`config.mk`:
```
export PLATFORM = sky130hd
export DESIGN_NAME = mem_wb_stage_skid
export DESIGN_NICKNAME = d
export VERILOG_FILES = /design/src/rtl/mem_wb_stage_skid.sv
export SDC_FILE = /design/constraint.sdc
export NUM_CORES = 1
export LEC_CHECK = 0
export CAP_MARGIN = 10
export CORE_MARGIN = 3
export CORE_UTILIZATION = 50
export DETAILED_ROUTE_END_ITERATION = 10
export PLACE_DENSITY = 0.8
export REMOVE_ABC_BUFFERS = 1
export SLEW_MARGIN = 20
export SYNTH_ARGS = -nofsm -noshare
export SYNTH_HDL_FRONTEND = slang
export SYNTH_SLANG_ARGS = --single-unit
```
`constraint.sdc`:
```
create_clock -name CLK -period 1.95 [get_ports CLK]
set_input_delay 0.39 -clock CLK [delete_from_list [all_inputs] [get_ports CLK]]
set_output_delay 0.39 -clock CLK [all_outputs]
set_load 0.05 [all_outputs]
```
`src/rtl/mem_wb_stage_skid.sv`:
```
// MEM/WB pipeline stage with valid/ready handshake and an optional 2-entry skid buffer.
// Also provides synchronous flush, an occupancy count and a saturating back-pressure stall counter.
module mem_wb_stage_skid #(
   parameter int DATA_W = 32,
   parameter int ADDR_W = 32,
   parameter int RD_W   = 5,
   parameter int SKID   = 1,
   parameter int CNT_W  = 16
) (
   input  logic              CLK,
   input  logic              RST,
   input  logic              clr,
   input  logic              in_valid,
   output logic              in_ready,
   input  logic [DATA_W-1:0] in_data,
   input  logic [ADDR_W-1:0] in_addr,
   input  logic [RD_W-1:0]   in_rd,
   input  logic              in_memtoreg,
   input  logic              in_regwrite,
   output logic              out_valid,
   input  logic              out_ready,
   output logic [DATA_W-1:0] out_data,
   output logic [ADDR_W-1:0] out_addr,
   output logic [RD_W-1:0]   out_rd,
   output logic              out_memtoreg,
   output logic              out_regwrite,
   output logic [1:0]        occupancy,
   output logic [CNT_W-1:0]  stall_cnt
);

   localparam int PW = DATA_W + ADDR_W + RD_W + 2;

   logic [PW-1:0]    main_q, skid_q, main_d, skid_d, in_pl;
   logic             main_valid, skid_valid, main_valid_d, skid_valid_d;
   logic [1:0]       occ_q;
   logic [CNT_W-1:0] stall_q;
   logic             accept, drain;

   assign in_pl = {in_data, in_addr, in_rd, in_memtoreg, in_regwrite};

   // With the skid entry, in_ready depends only on a flop, cutting the path from out_ready.
   assign in_ready = (SKID != 0) ? !skid_valid : (!main_valid || out_ready);
   assign accept   = in_valid && in_ready;
   assign drain    = main_valid && out_ready;

   always_comb begin
      main_d       = main_q;
      skid_d       = skid_q;
      main_valid_d = main_valid;
      skid_valid_d = skid_valid;
      if (drain) begin
         if (skid_valid) begin
            main_d       = skid_q;
            skid_valid_d = 1'b0;
         end else if (accept) begin
            main_d = in_pl;
         end else begin
            main_valid_d = 1'b0;
         end
      end else if (accept) begin
         if (!main_valid) begin
            main_d       = in_pl;
            main_valid_d = 1'b1;
         end else if (SKID != 0) begin
            skid_d       = in_pl;
            skid_valid_d = 1'b1;
         end
      end
      if (clr) begin
         main_valid_d = 1'b0;
         skid_valid_d = 1'b0;
      end
   end

   always_ff @(posedge CLK) begin
      if (RST) begin
         main_q     <= '0;
         skid_q     <= '0;
         main_valid <= 1'b0;
         skid_valid <= 1'b0;
         occ_q      <= 2'd0;
         stall_q    <= '0;
      end else begin
         main_q     <= main_d;
         skid_q     <= skid_d;
         main_valid <= main_valid_d;
         skid_valid <= skid_valid_d;
         occ_q      <= {1'b0, main_valid_d} + {1'b0, skid_valid_d};
         if (main_valid && !out_ready && (stall_q != {CNT_W{1'b1}}))
            stall_q <= stall_q + CNT_W'(1);
      end
   end

   // Payload is masked so a stale head can never look like a register write.
   assign {out_data, out_addr, out_rd, out_memtoreg, out_regwrite} = main_valid ? main_q : '0;
   assign out_valid = main_valid;
   assign occupancy = occ_q;
   assign stall_cnt = stall_q;

endmodule

```
==> impl_metrics.toml <==
[synth]
ys_seq_area_frac = 0.467
synth_top_area_frac = 0.467
yosysWarnings = 0
yosys.cell_types.count = 30
syn_area_um2 = 6950
syn_avg_cell_area_um2 = 8.43
synth_seq_cells = 162
post_synth_main_area_contributors = "sky130_fd_sc_hd__dfxtp_1 47%, sky130_fd_sc_hd__mux2i_1 10%, sky130_fd_sc_hd__nand2_1 8.1%"
post-synth-top-area-cell = "sky130_fd_sc_hd__dfxtp_1"
post_synth_inst_count = 824

[setup_path]
reg2reg_setup_slack_ns = 0.14
crit_path_top_delay_cell = "sky130_fd_sc_hd__dfxtp_2"
path_max_fanout = 55
nature_of_the_critical_path_startpoint = "register"
critPathKind = "register to output pin"
kind_of_end_point_of_the_critical_path = "output pin"
worstPathCellList = "buf_12 > and2_1 > buf_12"
critPathLaunch = "out_valid"
cpMostUsedCell = "sky130_fd_sc_hd__buf_12"
r2r_cells = 5
max_stage_delay_ns = 0.39
critical_path.reg2reg.startpoint = "stall_cnt[1]"
worst_reg2reg_endpoint = "stall_cnt[14]"
critical_path_arrival_ns = 1.52
timing.critical_path.required_ns = 1.56

[clock_tree]
htree_num_levels = 4
clk_transition_reported_paths_ns = 0.06
cts_buffer_depth = 2
clk_root_buffer_cell = "sky130_fd_sc_hd__clkbuf_16"
holdBufCountCts = 0
clk-insertion-delay-late_ns = 0.42
cts_bufs_inserted = 17
post_cts_buffers = 0
clock_sink_count = 162
cts_tree = "done"

[floorplan]
die_height_um = 124
coreArea_um2 = 13400
core.rowCount = 42
total_die_area_um2 = 15300
i_o_pin_total = 167
floorplan.die.width_um = 124
initial_core_util = 0.518

[timing]
report.final.hold_viol_count = 0
setup_repair_after_global_routing_missed_its_margin = "false"
relSlewSlack = 0.674
clock.fmax_ghz = 0.524
setup-tns-final_ns = 0
post-route-period-util = 0.979
finalMaxSlewViolations = 0
worst-slew-pin-transition_ns = 0.485
post-route-min-period_ns = 1.91
setup_slack_ns = 0.0415
fin_worst_skew_ns = 0.00696
report.final.setup_viol = 0

[min_path]
hold_path_end = "skid_q[64]"
hold-path-cell-count = 2
hp-class = "primary input to register"
hp-start = "RST"

[cells_and_area]
leading_cell_types_in_the_layout_fill_and_taps_excluded = "161 x sky130_fd_sc_hd__dfxtp_1, 149 x sky130_fd_sc_hd__nand2_1, 88 x sky130_fd_sc_hd__a21oi_1, 88 x sky130_fd_sc_hd__buf_12, 75 x sky130_fd_sc_hd__clkdlybuf4s50_1"
final_nets = 1064
mostFrequentLayoutCell = "sky130_fd_sc_hd__dfxtp_1"
num_antenna_cells = 0
syn2layout_area_growth_pct = 49.8
post_route_cells_drive_above_1_share = 0.168

[global_route]
number_of_global_route_vias_before_repair = 6214
wire_length_of_the_first_global_routing_pass_um = 30000
grt_usage = 0.250
pin_count_of_the_biggest_net_entering_global_routing = 56
antenna_violations_before_repair = 0
grt_remaining_overflow = 0

[flow_run]
timing.max_cap.violations = 0

[drt]
routed_wire_length_per_instance_um = 16.2
ant_nets = 0
detail_route.vias_per_cell = 5.42
detailroute.via_count = 6353
detailedRoute.firstIterationViolations = 435
firstDrtPassIters = 7
route.final.wire_length_um = 19000
route.detailed.drc = 0

[pwr]
leakagePower_nw = 4.36
totalPowerFinal_mw = 7.63
peakVddDrop_uv = 605
powerDensity_nw_per_um2 = 733

[placement]
buffer_ports.inserted = 166
dp_hpwl_um = 12600
gpl.final_weighted_congestion = 0.866
worst_slack_at_placement_ns = -0.147

[status]
run_status = "complete, no violations"
-- per-layer routing --
layer / track usage / vias to the layer above / part of all wire
met3: 0.0722 / 27 / 0.074
li1: - / 3164 / -
met4: 0.0858 / 0 / 0.016
met5: 0 / - / 0
met2: 0.420 / 182 / 0.50
met1: 0.305 / 2980 / 0.41
-- report_power, final --
part | leakage (nW) | switching, mW | total [mW] | internal [mW]
Clock | 0.285 | 1.25 | 3.19 | 1.94
Combinational | 2.75 | 0.473 | 0.925 | 0.452
Sequential | 1.33 | 0.0633 | 3.51 | 3.45
Total | 4.36 | 1.79 | 7.63 | 5.84
-- how the worst max path moves through the flow --
stage	end	slack [ns]	cells after the start
2_1_floorplan	main_q[0]	-3.36	3
3_3_place_gp	stall_cnt[14]	-0.10	5
3_5_place_dp	stall_cnt[14]	-0.15	5
4_1_cts	stall_cnt[14]	0.02	5
5_1_grt	out_addr[19]	0.009	3
6_report	out_addr[19]	0.04	3
-- logic make-up after synthesis --
family | synth area share
multiplexers | 0.104
AND/OR/NAND/NOR | 0.227
buffers and inverters | 0.0423
adder cells (fa/ha/maj) | 0.00360
AO/OA/AOI/OAI | 0.157
flip-flops | 0.467
-- per-stage QoR --
step	utilization	hold slack (ns)	cells	area (µm²)
2_1_floorplan	-	0.430	756	6670
3_3_place_gp	0.733	0.440	1143	9830
3_5_place_dp	0.733	0.446	1143	9830
4_1_cts	0.775	0.388	1173	10400
5_1_grt	0.777	0.420	1173	10400
6_report	0.777	0.397	1173	10400
-- cell usage after synthesis --
master	instances
sky130_fd_sc_hd__clkbuf_1	50
sky130_fd_sc_hd__buf_1	4
sky130_fd_sc_hd__or2_0	1
sky130_fd_sc_hd__a21oi_1	88
sky130_fd_sc_hd__nand4_1	5
sky130_fd_sc_hd__and4_1	2
sky130_fd_sc_hd__ha_1	2
sky130_fd_sc_hd__clkbuf_2	1
sky130_fd_sc_hd__nor3_1	1
sky130_fd_sc_hd__mux2i_1	71
sky130_fd_sc_hd__and3_1	2
sky130_fd_sc_hd__dfxtp_1	162
sky130_fd_sc_hd__or3_1	7
sky130_fd_sc_hd__nand3_1	7
sky130_fd_sc_hd__nor2_1	74
sky130_fd_sc_hd__a21oi_2	1
sky130_fd_sc_hd__nor4_1	4
sky130_fd_sc_hd__a211oi_1	72
sky130_fd_sc_hd__o21ai_0	6
sky130_fd_sc_hd__buf_6	1
sky130_fd_sc_hd__nand2_1	149
sky130_fd_sc_hd__mux2_2	1
sky130_fd_sc_hd__o31ai_1	9
sky130_fd_sc_hd__buf_2	12
sky130_fd_sc_hd__or4_1	8
sky130_fd_sc_hd__nand3b_1	1
sky130_fd_sc_hd__nand2b_1	2
sky130_fd_sc_hd__inv_1	4
sky130_fd_sc_hd__nor2b_1	6
sky130_fd_sc_hd__and2_1	71
-- registers in the layout, indices dropped and copies added (netlist names) --
name,cells
skid_q,71
main_q,71
occupancy,2
out_valid,1
stall_cnt,16
skid_valid,1
-- repair_timing --
| action | 4_1_cts | 5_1_grt |
|---|---|---|
| gates cloned | 0 | 0 |
| pin swaps | 0 | 0 |
| resized for setup | 9 | 5 |
| setup endpoints to repair | 9 | 2 |
| hold endpoints to repair | 0 | 0 |
-- critical path: cells and delay by family, from the launching register on --
family                 cells  cell delay, ns
buffers and inverters      2            0.40
flip-flops                 1            0.39
AND/OR/NAND/NOR            1            0.27
-- final cells by class --
class / count / area (µm²)
Multi-Input combinational cell: 590 / 3480
Tap cell: 176 / 220
Timing Repair Buffer: 211 / 2880
Clock buffer: 25 / 515
Sequential cell: 162 / 3240
Clock inverter: 5 / 50.0
Inverter: 4 / 15.0
Fill cell: 915 / 2990
(Power assumes the default switching activity.)
